<file path="config.mk">
export PLATFORM = sky130hd
export DESIGN_NAME = ai_move_responder
export DESIGN_NICKNAME = d
export VERILOG_FILES = /design/src/rtl/ai_move_responder.sv
export SDC_FILE = /design/constraint.sdc
export NUM_CORES = 1
export LEC_CHECK = 0
export BUFFER_PORTS_ARGS = -buffer_cell sky130_fd_sc_hd__buf_4
export CAP_MARGIN = 40
export CORE_ASPECT_RATIO = 1.75
export CORE_UTILIZATION = 54
export CTS_BUF_LIST = sky130_fd_sc_hd__clkbuf_8
export CTS_CLUSTER_SIZE = 28
export DETAILED_ROUTE_END_ITERATION = 8
export PLACE_DENSITY_LB_ADDON = 0.05
export REMOVE_ABC_BUFFERS = 1
export SETUP_SLACK_MARGIN = 0.05
export SLEW_MARGIN = 20
export SYNTH_ARGS = -nofsm -noshare
export SYNTH_HDL_FRONTEND = slang
export SYNTH_SLANG_ARGS = --single-unit
</file>
<file path="constraint.sdc">
create_clock -name clk -period 2.3 [get_ports clk]
set_input_delay 0.345 -clock clk [delete_from_list [all_inputs] [get_ports clk]]
set_output_delay 0.345 -clock clk [all_outputs]
set_load 0.02 [all_outputs]
</file>
<file path="src/rtl/ai_move_responder.sv">
// Opponent move selector for the battle controller.
// On a four-phase request it latches HP and PP availability, prefers the heal
// move when HP is low, otherwise scans candidates starting at a pseudo-random
// index, and falls back to struggle when nothing is usable.
module ai_move_responder (
    input  logic       clk,
    input  logic       resetn,
    input  logic       req,
    input  logic [7:0] ai_hp,
    input  logic [3:0] move_ready,
    output logic       ack,
    output logic [1:0] move_id,
    output logic [7:0] move_power,
    output logic       no_move
);

    localparam logic [7:0] HealHp        = 8'd32;
    localparam logic [7:0] StrugglePower = 8'd20;
    localparam logic [1:0] HealMove      = 2'd3;

    typedef enum logic [1:0] {StIdle, StLatch, StScan, StHold} state_e;

    state_e     state_q, state_d;
    logic [7:0] lfsr_q, lfsr_d;
    logic [7:0] hp_q, hp_d;
    logic [3:0] ready_q, ready_d;
    logic [1:0] cand_q, cand_d;
    logic [1:0] tries_q, tries_d;
    logic [1:0] id_q, id_d;
    logic [7:0] power_q, power_d;
    logic       no_move_q, no_move_d;
    logic       eligible;

    function automatic logic [7:0] power_of(input logic [1:0] id);
        case (id)
            2'd0:    power_of = 8'd40;
            2'd1:    power_of = 8'd60;
            2'd2:    power_of = 8'd90;
            default: power_of = 8'd0;
        endcase
    endfunction

    // Free-running Fibonacci LFSR, taps 8,6,5,4.
    always_comb begin
        lfsr_d = {lfsr_q[6:0], lfsr_q[7] ^ lfsr_q[5] ^ lfsr_q[4] ^ lfsr_q[3]};
    end

    // Heal is only usable as a scan candidate while HP is low.
    always_comb begin
        eligible = ready_q[cand_q] && !((cand_q == HealMove) && (hp_q > HealHp));
    end

    // Next-state and selection logic.
    always_comb begin
        state_d   = state_q;
        hp_d      = hp_q;
        ready_d   = ready_q;
        cand_d    = cand_q;
        tries_d   = tries_q;
        id_d      = id_q;
        power_d   = power_q;
        no_move_d = no_move_q;
        unique case (state_q)
            StIdle: begin
                if (req) state_d = StLatch;
            end
            StLatch: begin
                hp_d      = ai_hp;
                ready_d   = move_ready;
                cand_d    = lfsr_q[1:0];
                tries_d   = 2'd0;
                no_move_d = 1'b0;
                if ((ai_hp <= HealHp) && move_ready[3]) begin
                    id_d    = HealMove;
                    power_d = power_of(HealMove);
                    state_d = StHold;
                end else begin
                    state_d = StScan;
                end
            end
            StScan: begin
                if (eligible) begin
                    id_d    = cand_q;
                    power_d = power_of(cand_q);
                    state_d = StHold;
                end else if (tries_q == 2'd3) begin
                    // Fourth miss: every candidate was rejected.
                    no_move_d = 1'b1;
                    id_d      = 2'd0;
                    power_d   = StrugglePower;
                    state_d   = StHold;
                end else begin
                    cand_d  = cand_q + 2'd1;
                    tries_d = tries_q + 2'd1;
                end
            end
            StHold: begin
                if (!req) state_d = StIdle;
            end
            default: state_d = StIdle;
        endcase
    end

    // State registers with synchronous active-low reset.
    always_ff @(posedge clk) begin
        if (!resetn) begin
            state_q   <= StIdle;
            lfsr_q    <= 8'hA5;
            hp_q      <= 8'd0;
            ready_q   <= 4'd0;
            cand_q    <= 2'd0;
            tries_q   <= 2'd0;
            id_q      <= 2'd0;
            power_q   <= 8'd0;
            no_move_q <= 1'b0;
        end else begin
            state_q   <= state_d;
            lfsr_q    <= lfsr_d;
            hp_q      <= hp_d;
            ready_q   <= ready_d;
            cand_q    <= cand_d;
            tries_q   <= tries_d;
            id_q      <= id_d;
            power_q   <= power_d;
            no_move_q <= no_move_d;
        end
    end

    // Outputs come straight from registers; ack only in HOLD.
    always_comb begin
        ack        = (state_q == StHold);
        move_id    = id_q;
        move_power = power_q;
        no_move    = no_move_q;
    end

endmodule

</file>
# [Yosys cells after proc, flatten, opt, wreduce, memory -nomap -nowiden]
# Cells that the tools add are included.
# W data, S select, Z words.
[totals] reg_bits=37 output_inout_bits=12 word_cells=68 in_bits=15
[op_classes] muxes=26 n_bitwise=3 n_addsub=2 eq_ne=14 reduce_logical=11 magnitude_cmp=3
[ops] op="$mux W8" count=3
[ops] op="$mux W2" count=11
[ops] op="$pmux W7 S3" count=1
[ops] op="$pmux W8 S2" count=1
[ops] op="$ne A2 B2 Y1 const B" count=6
[ops] op="$pmux W2 S2" count=3
[ops] op="$reduce_and A3 Y1" count=4
[ops] op="$eq A2 B2 Y1 const B" count=5
[ops] op="$gt A8 B6 Y1 const B" count=1
[ops] op="$le A8 B6 Y1 const B" count=1
[ops] op="$pmux W2 S4" count=1
[ops] op="$add A2 B1 Y2 const B" count=2
[ops] op="$eq A2 B1 Y1 const B" count=2
[ops] op="$logic_not A2 Y1" count=2
[ops] op="$mux W1" count=4
[ops] op="$logic_and A1 B1 Y1" count=3
[ops] op="$lt A2 B3 Y1 const B" count=1
[ops] op="$ne A3 B3 Y1 const B" count=1
[ops] op="$xor A1 B1 Y1" count=3
[ops] op="$bmux W1 S2" count=1
[ops] op="$pmux W1 S2" count=1
[ops] op="$reduce_bool A2 Y1" count=1
[ops] op="$logic_not A1 Y1" count=1

# [Longest topological paths before layout]
[depth] ltp_word=6 ltp_mapped=7 ltp_nobuf=6

# [Worst setup path after synthesis]
# Ideal clock, no wire load.
[synth_path] path_kind="flip-flop to flip-flop" startpoint="register cand_q[0]" endpoint="register cand_q[1]" synth_period_minus_slack_ns=1.728 path_slack_ns=0.572 arrival_time_ns=1.596 setup_ns=0.132 path_stages_with_launch=5 cell_sequence="dfxtp_1 -> mux4_2 -> a21o_1 -> a221oi_1 -> a311oi_2"
[synth_via] elab_chain_len=6 elab_cells_between_ends=12
[synth_lines] item="start: declaration" line_no="27" rtl="logic [1:0] cand_q, cand_d;"
[synth_lines] item="start signal: assignment" line_no="121" rtl="cand_q <= cand_d;"
[synth_lines] item="branches (longest 6 deep; another with $add A2 B1 Y2)"
# Parallel ways; which one is timed is not known. The select of a mux whose other input is x is not followed.
# A chain may end at the register's enable or synchronous reset.

# [Final worst setup path]
# Ends and elaborated chain as after synthesis.

==> reports/results.txt <==
The checks that failed: DRC. The signal on the critical path passes through mux4_2 > a21o_1 > a221oi_1 > a311oi_2. In the post-route analysis, the smallest setup slack over all paths is 0.2934 ns. From synthesis to final layout, the design area changed by 17.85%. The maximum vdd drop is 0.7713 mV. At the placement stage, the worst setup path has a slack of 0.2831 ns. The H-tree was split into 2 levels. After detailed routing, the total wire length is 3418 microns.

The startpoint identified for the worst register-to-register timing path is cand_q[0]. For the number of global-route vias before repair, the log shows 1262. Prevailing post-synth register cell: sky130_fd_sc_hd__dfxtp_1. For the post-route setup TNS, the log shows 0 ns. The floorplan step set the die height to 75.22 microns. For this run, the post-layout net count is 214. TritonCTS built the clock tree.

The number of antenna violations at the first check in global routing is 0, and the initial core utilization is 56.50%. At the end of routability-driven placement, the weighted congestion stood at 0.8179. Entering global routing, the biggest net connects 23 pins. Global routing used 24.03% of the available tracks across all layers. Setup repair after global routing left no endpoint under its margin. The final routed wire length divided by cell count came out at 15.75 microns. Setup slack of the worst register-to-register path: 0.29 ns.

The root buffer cell chosen for the clock tree is sky130_fd_sc_hd__clkbuf_8. After the first detailed-routing iteration, the DRC count stood at 29. Of all nets on the critical path, the largest fanout is 13. Maximum clock frequency: 0.4984 GHz. The tools report the endpoint with the worst hold slack as ready_q[1]. The startpoint identified for the worst hold timing path is move_ready[1]. The core region is 2928 sq um.

The final-report max-slew violation count is 0. For the pin with the worst max-slew slack, the measured transition is 0.7172 ns. Grouping stages by cell kind, the critical path spends the most delay in compound AO/OA/AOI/OAI gates. The max-capacitance violation count came out at 0.

Dividing total power by cell area gives a power density of 1079 nW/um^2. STA puts the critical path data required time at 2.46 ns. The repair_antennas step left the layout with diodes totalling 0. The average cell area after synthesis was 10.09 sq um.

Summed over all cells, the static leakage comes to 0.8257 nW. The class of the most critical setup path is flip-flop to flip-flop. The number of distinct library cells after synthesis was 49; the die extent in x was 43.84 microns.

The number of buffers added by the clock tree synthesis step was 5. For this run, the number of Yosys warnings is 0. Row generation in the floorplan step produced 26 rows. The tools report the number of hold-slack violations in the final timing report as 0. In the routed layout, each cell is associated on average with a via count of 5.733. Among all stages on the critical path, the largest delay is contributed by sky130_fd_sc_hd__mux4_2.

The tools report the number of failing setup endpoints in the final timing report as 0. The worst register-to-register path ends at cand_q[1]. Clock-pin slew was measured on the worst setup and hold paths at 0.08 ns. For the remaining antenna violation count after routing, the log shows 0. Post-CTS timing repair inserted 0 buffers for setup.

The global route total overflow is 0. The first global-routing pass estimated 5692 microns of wire. Of all flip-flops after synthesis, the portion carrying an async set or reset was 0%. The first detailed-routing pass ran for 6 iterations.

For the clock skew, the log shows 0.007401 ns. Kind of end point of the critical path: a flip-flop. The buffer and inverter count on the worst path is 0. After synthesis the netlist holds a flip-flop and latch count of 34. The count of buffers added on input and output ports is 24.

The post-cts repair resize count was 0; the total number of vias was 1244. The half-perimeter wire length after detailed placement is 2497 microns. The worst relative slew slack came out at 52.13%. Of the synthesized area, sequential elements account for 41.15%.

Hold repair after CTS inserted 0 buffers. Clock tree synthesis found a total of 34 sinks. Yosys mapped a number of flops with a built-in enable equal to 0.

The post-route netlist has 25.40% of its cells at a drive strength greater than 1. The flow ran to the end, but the final reports show violations. Worst-case reg-to-reg path depth: 4. For the synthesized cell area, the log shows 1654 sq um. The cell count after synthesis came out at 164.

The tools report the critical path launch point type as a flip-flop. Classification of the worst-slack hold path: input pin to flip-flop. The tools report the I/O pin count as 27. At the later pin of the worst-skew pair, clock insertion delay measures 0.30 ns. At the worst endpoint, the arrival time is 2.16 ns. The die covers 3297 sq um. The post-detailed-route DRC marker count was 1. The fraction of the cycle the final worst path needs was 87.24%; the final critical-path required period was 2.007 ns.

For the clock tree buffer depth, the log shows 2. The worst hold path stage count was 3. The largest single stage delay on the critical path is 0.61 ns.
[layer usage]
layer  part of all wire [%]  wire [microns]  track usage, %  up-vias
li1                       -               -               -      618
met1                     38            1283           23.54      590
met2                     56            1899           43.45       26
met3                    3.4             115           6.715       10
met4                    3.5             119           14.58        0
met5                      0               0               0        -
[worst min-delay path, stage by stage]
cell	delay [ns]
sky130_fd_sc_hd__buf_4	0.07
sky130_fd_sc_hd__mux2i_1	0.05
sky130_fd_sc_hd__nor2_1	0.07
[stage by stage]
step           hold slack [ns]  instances  power, mW  utilization, %  area [sq um]
5_1_grt                 0.3089        217      2.218           66.58          1949
6_report                0.2903        217      2.103           66.58          1949
2_1_floorplan           0.3863        154      1.238               -          1574
3_5_place_dp            0.4020        209      1.434           61.88          1812
3_3_place_gp            0.3969        209      1.398           61.88          1812
4_1_cts                 0.2878        217      2.113           66.58          1949
[final cells by class]
type,instances,area (sq um)
clock buffers,5,68.82
clock inverters,3,68.82
fillers,248,978.4
repair buffers,27,202.7
multi-input cells,113,867.1
inverters,7,26.28
well taps,28,35.03
flip-flops and latches,34,680.7
[sequential cells by signal, summed over array words and instances (netlist names)]
name / cells
cand_q: 2
tries_q: 2
no_move: 1
ready_q: 4
move_id: 2
move_power: 5
state_q: 2
hp_q: 8
lfsr_q: 8
[worst max path at each step]
stage | startpoint | endpoint | slack, ns | cells past startpoint
after floorplan | state_q[1] | move_id[0] | 0.30 | 6
after global placement | cand_q[0] | cand_q[1] | 0.33 | 4
after detailed placement | cand_q[0] | cand_q[1] | 0.28 | 4
after CTS | cand_q[0] | cand_q[1] | 0.27 | 4
after global routing | cand_q[0] | cand_q[1] | 0.11 | 4
final | cand_q[0] | cand_q[1] | 0.29 | 4
[cells in the mapped netlist (2+ instances only)]
cell type                   instances  area (sq um)
sky130_fd_sc_hd__a311oi_1           2         17.52
sky130_fd_sc_hd__a21oi_2            2         17.52
sky130_fd_sc_hd__a21oi_1            6         30.03
sky130_fd_sc_hd__nor2_1            13         48.80
sky130_fd_sc_hd__ha_1              11         137.6
sky130_fd_sc_hd__dfxtp_1           34         680.7
sky130_fd_sc_hd__o21ai_0            4         20.02
sky130_fd_sc_hd__buf_4              4         30.03
sky130_fd_sc_hd__inv_1              7         26.28
sky130_fd_sc_hd__nand2_1           11         41.29
sky130_fd_sc_hd__nand3_1            5         25.02
sky130_fd_sc_hd__and2_1             3         18.77
sky130_fd_sc_hd__o2111ai_1          4         35.03
sky130_fd_sc_hd__buf_6              3         33.78
sky130_fd_sc_hd__nand2b_1           5         31.28
sky130_fd_sc_hd__clkbuf_1           2         7.510
sky130_fd_sc_hd__mux2i_1           15         150.1
sky130_fd_sc_hd__xor2_1             2         17.52
[layout by cell type (no fill, tap or decap), types with 2 or more instances in the layout]
| master | n |
|---|---|
| sky130_fd_sc_hd__inv_1 | 7 |
| sky130_fd_sc_hd__nor2_1 | 13 |
| sky130_fd_sc_hd__dfxtp_1 | 34 |
| sky130_fd_sc_hd__o2111ai_1 | 4 |
| sky130_fd_sc_hd__and2_1 | 3 |
| sky130_fd_sc_hd__conb_1 | 2 |
| sky130_fd_sc_hd__a311oi_1 | 2 |
| sky130_fd_sc_hd__o21ai_0 | 4 |
| sky130_fd_sc_hd__bufinv_16 | 2 |
| sky130_fd_sc_hd__xor2_1 | 2 |
| sky130_fd_sc_hd__a21oi_2 | 2 |
| sky130_fd_sc_hd__nand3_1 | 5 |
| sky130_fd_sc_hd__buf_4 | 27 |
| sky130_fd_sc_hd__a21oi_1 | 6 |
| sky130_fd_sc_hd__ha_1 | 11 |
| sky130_fd_sc_hd__mux2i_1 | 15 |
| sky130_fd_sc_hd__nand2b_1 | 5 |
| sky130_fd_sc_hd__clkbuf_8 | 5 |
| sky130_fd_sc_hd__nand2_1 | 11 |
[report_power, final]
group          internal, mW  leakage [nW]  switching [mW]
sequential            0.694         0.279          0.0925
combinational         0.289         0.478           0.360
clock                 0.434        0.0683           0.234
[kinds of logic after synthesis]
group | share of synthesized area, %
compound gates | 15.58
simple gates | 15.36
other cells | 0.2267
buf+inv | 6.657
mux | 11.12
xor+xnor | 1.589
fa+ha+maj | 8.321
flops | 41.15
Note: power is estimated with default switching activity, not from simulation.
